`src/rtl/apb_protocol_monitor.sv`:
```
// Passive APB3/APB4 protocol monitor: tracks the transfer phase on a multi-slave
// bus, raises sticky per-rule violation flags and captures the first error.
module apb_protocol_monitor #(
  parameter int AW         = 32,
  parameter int DW         = 32,
  parameter int NS         = 4,
  parameter int MAXSTALL   = 16,
  parameter bit OPT_APB4   = 1'b1,
  parameter bit OPT_SLVERR = 1'b1,
  localparam int SW        = (NS > 1) ? $clog2(NS) : 1
) (
  input  logic            PCLK,
  input  logic            PRESET,
  input  logic [NS-1:0]   PSEL,
  input  logic            PENABLE,
  input  logic [NS-1:0]   PREADY,
  input  logic [NS-1:0]   PSLVERR,
  input  logic [AW-1:0]   PADDR,
  input  logic            PWRITE,
  input  logic [DW-1:0]   PWDATA,
  input  logic [DW/8-1:0] PWSTRB,
  input  logic [2:0]      PPROT,
  input  logic            i_clear,
  output logic            o_err,
  output logic [7:0]      o_err_flags,
  output logic [2:0]      o_err_code,
  output logic [SW-1:0]   o_err_sel,
  output logic [AW-1:0]   o_err_addr,
  output logic [31:0]     o_xfer_count
);

  localparam int STW = (MAXSTALL > 0) ? $clog2(MAXSTALL + 1) : 1;
  localparam logic [STW-1:0] STALL_MAX  = STW'(MAXSTALL);
  localparam logic [STW-1:0] STALL_LAST = STW'((MAXSTALL > 0) ? MAXSTALL - 1 : 0);

  typedef enum logic [1:0] {
    ST_IDLE,
    ST_SETUP,
    ST_ACCESS
  } state_t;

  // r_state is the phase of the previous sampled cycle; w_phase is the phase of
  // the cycle being sampled now, and becomes r_state on the next edge.
  state_t          r_state;
  state_t          w_phase;
  logic            r_done;
  logic [SW-1:0]   r_sel;
  logic [STW-1:0]  r_stall;

  logic [AW-1:0]   r_paddr;
  logic            r_pwrite;
  logic [DW-1:0]   r_pwdata;
  logic [DW/8-1:0] r_pwstrb;
  logic [2:0]      r_pprot;

  logic [7:0]      r_flags;
  logic [2:0]      r_code;
  logic [SW-1:0]   r_err_sel;
  logic [AW-1:0]   r_err_addr;
  logic [31:0]     r_xfer;

  logic [SW-1:0]   w_sel;
  logic [SW-1:0]   w_err_sel;
  logic            w_any;
  logic            w_multi;
  logic            w_track;
  logic            w_hold_viol;
  logic            w_changed;
  logic            w_complete;
  logic            w_stalled;
  logic [7:0]      w_viol;
  logic [2:0]      w_code;

  assign w_any   = |PSEL;
  assign w_multi = |(PSEL & (PSEL - NS'(1)));

  // NOTE: every always_comb output gets a default first so no latch is inferred.
  always_comb begin
    w_sel = '0;
    for (int i = NS - 1; i >= 0; i--) begin
      if (PSEL[i]) w_sel = SW'(i);
    end
  end

  // A transfer is in flight when the last cycle was setup or a stalled access.
  assign w_track     = (r_state == ST_SETUP) || ((r_state == ST_ACCESS) && !r_done);
  assign w_hold_viol = w_track && (!PSEL[r_sel] || (w_sel != r_sel));

  // State register
  // NOTE: sequential state uses non-blocking assignments only.
  always_ff @(posedge PCLK) begin
    if (PRESET) begin
      r_state <= ST_IDLE;
      r_done  <= 1'b0;
      r_sel   <= '0;
      r_stall <= '0;
    end else begin
      r_state <= w_phase;
      r_done  <= w_complete;
      if (w_phase == ST_SETUP) r_sel <= w_sel;
      if (w_stalled) r_stall <= (r_stall == STALL_MAX) ? r_stall : r_stall + STW'(1);
      else           r_stall <= '0;
    end
  end

  // Next-state logic; a hold violation resynchronises onto the current PSEL.
  always_comb begin
    w_phase = ST_IDLE;
    case (r_state)
      ST_IDLE:   w_phase = w_any ? ST_SETUP : ST_IDLE;
      ST_SETUP: begin
        if (w_hold_viol) w_phase = w_any ? ST_SETUP : ST_IDLE;
        else             w_phase = ST_ACCESS;
      end
      ST_ACCESS: begin
        if (r_done || w_hold_viol) w_phase = w_any ? ST_SETUP : ST_IDLE;
        else                       w_phase = ST_ACCESS;
      end
      default:   w_phase = ST_IDLE;
    endcase
  end

  // Output logic of the FSM
  always_comb begin
    w_complete = 1'b0;
    w_stalled  = 1'b0;
    w_err_sel  = w_sel;
    if (w_phase == ST_ACCESS) begin
      w_complete = PREADY[r_sel];
      w_stalled  = !PREADY[r_sel];
      w_err_sel  = r_sel;
    end
  end

  always_comb begin
    w_changed = (PADDR != r_paddr) || (PWRITE != r_pwrite) ||
                (OPT_APB4 && (PPROT != r_pprot)) ||
                (r_pwrite && ((PWDATA != r_pwdata) || (OPT_APB4 && (PWSTRB != r_pwstrb))));
  end

  always_comb begin
    w_viol    = '0;
    w_viol[0] = w_multi;
    w_viol[1] = ((r_state == ST_IDLE) && w_any && PENABLE) ||
                ((r_state == ST_SETUP) && !PENABLE);
    w_viol[2] = w_hold_viol;
    w_viol[3] = w_track && w_changed;
    w_viol[4] = r_done && PENABLE;
    w_viol[5] = (MAXSTALL != 0) && w_stalled && (r_stall == STALL_LAST);
    w_viol[6] = (w_any && PSLVERR[w_err_sel] && !w_complete) ||
                (!OPT_SLVERR && (|PSLVERR));
    w_viol[7] = OPT_APB4 && w_any && !PWRITE && (|PWSTRB);
  end

  // Lowest-numbered rule wins when several fire together.
  always_comb begin
    w_code = '0;
    for (int i = 7; i >= 0; i--) begin
      if (w_viol[i]) w_code = 3'(i);
    end
  end

  always_ff @(posedge PCLK) begin
    if (PRESET) begin
      r_paddr    <= '0;
      r_pwrite   <= 1'b0;
      r_pwdata   <= '0;
      r_pwstrb   <= '0;
      r_pprot    <= '0;
      r_flags    <= '0;
      r_code     <= '0;
      r_err_sel  <= '0;
      r_err_addr <= '0;
      r_xfer     <= '0;
    end else begin
      r_paddr  <= PADDR;
      r_pwrite <= PWRITE;
      r_pwdata <= PWDATA;
      r_pwstrb <= PWSTRB;
      r_pprot  <= PPROT;

      if (w_complete && (r_xfer != '1)) r_xfer <= r_xfer + 32'd1;

      if (i_clear) r_flags <= w_viol;
      else         r_flags <= r_flags | w_viol;

      if ((|w_viol) && ((r_flags == '0) || i_clear)) begin
        r_code     <= w_code;
        r_err_sel  <= w_err_sel;
        r_err_addr <= PADDR;
      end else if (i_clear) begin
        r_code     <= '0;
        r_err_sel  <= '0;
        r_err_addr <= '0;
      end
    end
  end

  assign o_err        = |r_flags;
  assign o_err_flags  = r_flags;
  assign o_err_code   = r_code;
  assign o_err_sel    = r_err_sel;
  assign o_err_addr   = r_err_addr;
  assign o_xfer_count = r_xfer;

endmodule

```
`config.mk`:
```
export PLATFORM = sky130hd
export DESIGN_NAME = apb_protocol_monitor
export DESIGN_NICKNAME = d
export VERILOG_FILES = /design/src/rtl/apb_protocol_monitor.sv
export SDC_FILE = /design/constraint.sdc
export NUM_CORES = 1
export LEC_CHECK = 0
export BUFFER_PORTS_ARGS = -buffer_cell sky130_fd_sc_hd__buf_2
export CAP_MARGIN = 20
export CORE_ASPECT_RATIO = 0.75
export CORE_MARGIN = 2
export CORE_UTILIZATION = 45
export CTS_CLUSTER_SIZE = 24
export DETAILED_ROUTE_END_ITERATION = 8
export GPL_TIMING_DRIVEN = 0
export PLACE_DENSITY = 0.69
export RECOVER_POWER = 25
export REMOVE_ABC_BUFFERS = 1
export SETUP_SLACK_MARGIN = 0.05
export SLEW_MARGIN = 20
export SYNTH_ARGS = -nofsm -noshare
export SYNTH_HDL_FRONTEND = slang
export SYNTH_SLANG_ARGS = --single-unit
```
`constraint.sdc`:
```
create_clock -name PCLK -period 6.19 [get_ports PCLK]
set_clock_uncertainty 0.05 [all_clocks]
set_input_delay 0.3095 -clock PCLK [delete_from_list [all_inputs] [get_ports PCLK]]
set_output_delay 0.3095 -clock PCLK [all_outputs]
set_load 0.05 [all_outputs]
```
Word-level counts from Yosys, hierarchy flattened
Index checks and enable logic that the tools add are counted.
{"block": "op_classes", "add_sub_neg": 3, "n_lt_le_gt_ge": 2, "eq_ne": 13, "muxes": 32, "bitwise": 3, "n_reduce_logical": 39}
{"cell": "$mux 32", "count": 2}
{"cell": "$ne 32x32->1", "count": 2}
{"cell": "$add 32x1->32 const B", "count": 1}
{"cell": "$ne 32x32->1 const B", "count": 1}
{"cell": "$mux 3", "count": 10}
{"cell": "$mux 2", "count": 9}
{"cell": "$logic_and 1x1->1", "count": 15}
{"cell": "$reduce_or 4->1", "count": 3}
{"cell": "$reduce_or 11->1", "count": 1}
{"cell": "$logic_or 1x1->1", "count": 9}
{"cell": "$logic_not 8->1", "count": 1}
{"cell": "$mux 8", "count": 1}
{"cell": "$or 8x8->8", "count": 1}
{"cell": "$reduce_or 8->1", "count": 1}
{"cell": "$bmux 1 s2", "count": 3}
{"cell": "$logic_not 1->1", "count": 6}
{"cell": "$lt 2x3->1 const B", "count": 2}
{"cell": "$mux 1", "count": 6}
{"cell": "$pmux 2 s3", "count": 1}
{"cell": "$add 5x1->5 const B", "count": 1}
{"cell": "$eq 5x4->1 const B", "count": 1}
{"cell": "$eq 5x5->1 const B", "count": 1}
{"cell": "$and 4x4->4", "count": 1}
{"cell": "$eq 2x1->1 const B", "count": 2}
{"cell": "other kinds (10)", "count": 11}
{"block": "word_totals", "register_bits": 159, "in_bits": 88, "output_inout_bits": 78, "word_cells": 106}

Depth between registers and ports, before layout
{"block": "depth", "depth_word": 24, "ltp_mapped": 9, "ltp_nobuf": 8}

Worst setup path after synthesis
OpenSTA, ideal clock, no wires.
{"block": "synth_path", "kind": "flip-flop to flip-flop", "from": "register r_xfer[6], in the netlist o_xfer_count[6]", "to": "register r_xfer[23], in the netlist o_xfer_count[23]", "arrival_time_ns": 2.672, "required_time_ns": 6.070, "path_slack_ns": 3.398, "path_stages_with_launch": 8, "path_buffers": 1, "cell_sequence": "dfxtp_1 > and4_4 > nand4_4 > or4_1 > a2111o_1 > buf_6 > or3_1 > a21oi_1"}
{"block": "synth_via", "elab_chain_cells": 2, "elab_cells_between_ends": 3, "cone_classes": "add/sub: 1; eq/ne: 1; reduce/logical: 1"}
{"element": "from (decl)", "line": "60", "text": "logic [31:0] r_xfer;"}
{"element": "from (signal assigned)", "line": "182", "text": "if (w_complete && (r_xfer != '1)) r_xfer <= r_xfer + 32'd1;"}
{"element": "parallel branches: the longest is 2 deep, another holds $add 32x1->32"}
Parallel ways; which one is timed is not known.
A chain may end at the register's enable or synchronous reset.

==> flow_metrics.py <==
metrics = {
    "cts": {
        "numCtsBuffers": 17,
        "cts_tree": "yes",
        "cts-htree-levels": 4,
        "clockRootBuffer": "clkbuf_16",
        "cts_hold_buf": 0,
        "worstSkewPairLatency_ps": 420,
        "clock_sinks": 159,
        "cts-resized-gates": 0,
        "clk_pin_slew_ps": 70,
        "clockBufferDepth": 2,
        "cts_setup_buffers": 0,
    },
    "timing": {
        "rsz0062_at_grt": "no",
        "setup_violations": 0,
        "layout_min_cycle_time_ps": 3220,
        "fin_crit_sh": 0.520,
        "relSlewSlack": -0.859,
        "tns_ps": 0,
        "setup_ws_ps": 2970,
        "final_hold_viol_count": 0,
        "tightestPinTransition_ps": 2790,
        "slew_violations": 57,
        "max_freq_mhz": 311,
    },
    "floorplanning": {
        "die_y_um": 110,
        "design.core.area_mm2": 0.0145,
        "initial_core_util": 0.463,
        "ios": 166,
        "die_w_um": 145,
        "row_count": 38,
        "dieArea_mm2": 0.0160,
    },
    "global_routing": {
        "track_usage": 0.182,
        "grt_max_degree": 72,
        "gr-total-overflow": 0,
        "antenna_found_initial": 1,
        "grt_pass1_wl_um": 23200,
        "grt_pass1_vias": 4665,
    },
    "synth": {
        "synth_top_area_share": 0.473,
        "netlist_instances": 673,
        "synthMuxAreaShare": 0.0678,
        "yosys_most_used_dff": "dfxtp_1",
        "synthAdderAreaFrac": 0.00743,
        "synth_seq_cells": 159,
        "synth_xor_xnor_area_share": 0.133,
        "synth-seq-area-share": 0.473,
        "synth-edff-count": 0,
        "synth_compound_area_frac": 0.0507,
        "ys_async_sr_fraction": 0,
        "yosysWarningCount": 0,
        "synth_top_family_by_area": "simple AND/OR/NAND/NOR gates",
        "avgSynthCellArea_um2": 10.0,
        "ys_top_cells_by_area": "dfxtp_1 (47%), xor2_1 (10%), nor2b_1 (7.0%), mux2_1 (4.7%), and2_1 (3.4%)",
        "yosysTopAreaCell": "dfxtp_1",
        "yosys.area_share.simple": 0.241,
        "syn_area_mm2": 0.00673,
        "ys_types": 53,
    },
    "placement": {
        "dp_hpwl_um": 10300,
        "postPlaceCellArea_mm2": 0.00774,
        "pre_cts_ws_ps": 2930,
        "place_congestion": 0.826,
        "io_buffers": 165,
    },
    "worst_setup_path": {
        "cp.arrival_ps": 3470,
        "r2r-start": "r_sel[0]",
        "crit_path_end_kind": "register",
        "critical_path.startpoint_type": "input pin",
        "critPathKind": "in -> reg",
        "crit_start": "PRESET",
        "crit_required_ps": 6440,
        "path_max_fanout": 57,
    },
    "drt": {
        "drc": 0,
        "routed_wl_um": 14500,
        "wl_per_cell_um": 13.8,
        "drt_pass1_iterations": 4,
        "vias": 5052,
        "antenna_left": 0,
        "drtIter0Drc": 196,
        "routed_via_density": 4.83,
    },
    "pwr": {
        "p_leak_nw": 3.72,
        "powerDensity_mw_per_mm2": 305,
        "clkPwrFrac": 0.443,
        "intPower_mw": 1.89,
        "seqPwrFrac": 0.429,
        "ir_worst_vdd_mv": 0.205,
        "power_switching_share": 0.262,
        "switchingPower_mw": 0.671,
        "p_comb_frac": 0.127,
    },
    "layout": {
        "drive_gt1_frac": 0.260,
        "area_growth_pct": 24.6,
        "finish.instance_area_mm2": 0.00839,
        "fin_nets": 925,
        "layout_common_cells": "buf_2 (164), dfxtp_1 (159), xor2_1 (79)",
        "final_common_cell": "buf_2",
        "final_util": 0.577,
    },
    "run": {
        "max_cap_violations": 1,
    },
    "outcome": {
        "status": "finished with violations",
        "violations": "capacitance limit, slew limit",
    },
    "hold_path": {
        "worstHoldStart": "PPROT[1]",
        "hp-class": "in -> reg",
    },
}
[power by group through the flow]
| stage | logic, mW | registers, mW | clock network, mW |
|---|---|---|---|
| detailed placement | 0.325 | 1.12 | 0 |
| floorplan | 0.132 | 1.20 | 0 |
| finish | 0.326 | 1.10 | 1.13 |
| global placement | 0.316 | 1.12 | 0 |
| CTS | 0.327 | 1.10 | 1.16 |
| global route | 0.353 | 1.10 | 1.20 |
[state kept, by name, summed over array words and instances, names as in the netlist]
register and flops:
r_pwstrb 4, r_paddr 32, r_sel 2, o_err_flags 8, o_err_sel 2, r_pprot 3, r_stall 5, r_state 2
r_done 1, o_err_addr 32, r_pwdata 32, r_pwrite 1, o_err_code 3, o_xfer_count 32
[layer usage]
layer	global-route usage	up-vias	wire length, um
li1	-	2594	-
met1	0.248	2322	7240
met2	0.271	122	6070
met3	0.0639	14	962
met4	0.0602	0	180
met5	0	-	0
[cell families (layout without fill, tap and decap cells)]
| logic type | after synthesis | in the layout |
|---|---|---|
| adder cells (fa/ha/maj) | 4 | 4 |
| other | 0 | 1 |
| flip-flops | 159 | 159 |
| multiplexers | 40 | 40 |
| buffers and inverters | 40 | 213 |
| AND/OR/NAND/NOR | 279 | 279 |
| XOR/XNOR | 102 | 102 |
| AO/OA/AOI/OAI | 49 | 49 |
[worst paths after layout]
| check | end | slack [ps] | cells past startpoint |
|---|---|---|---|
| worst max-delay path | o_err_addr[8] | 2970 | 4 |
| worst min-delay path | r_pprot[1] | 80 | 2 |
| worst max register to register | o_err_addr[8] | 3000 | 8 |
| worst min register to register | o_err_code[2] | 430 | 2 |
[cells in the mapped netlist (3+ instances only)]
cell,number
nor4_1,22
or3_1,6
mux2_1,28
nand4_1,19
buf_6,4
or4_1,3
inv_1,14
o21ai_0,5
nor2_1,46
nor2b_1,75
xnor2_1,23
xor2_1,79
buf_2,3
and2_1,37
a21oi_1,23
nor3_1,6
mux2_2,7
mux2i_1,4
a21o_1,4
nor3b_1,3
nand2_1,24
nand2b_1,9
dfxtp_1,159
nand3_1,12
clkbuf_1,18
ha_1,4
and3_1,5
[layout make-up]
class	instances	area (um^2)
clock inverters	14	205
clock buffers	18	439
diodes	1	2.50
flip-flops and latches	159	3180
multi-input cells	474	3380
fillers	1327	6160
inverters	14	52.6
well taps	200	250
repair buffers	167	880
[worst max-delay path: stages]
cell and delay [ps]:
clkbuf_1 1930, nor2_4 500, and2_1 380, mux2_1 290
[metrics by stage]
stage / total power [mW] / hold slack, ps / instances
CTS: 2.58 / 59.4 / 1046
detailed placement: 1.45 / 426 / 1014
global route: 2.66 / 64.0 / 1046
global placement: 1.44 / 399 / 1012
floorplan: 1.33 / 329 / 647
finish: 2.56 / 75.2 / 1047
No activity file was read; power rests on OpenSTA's default activity.
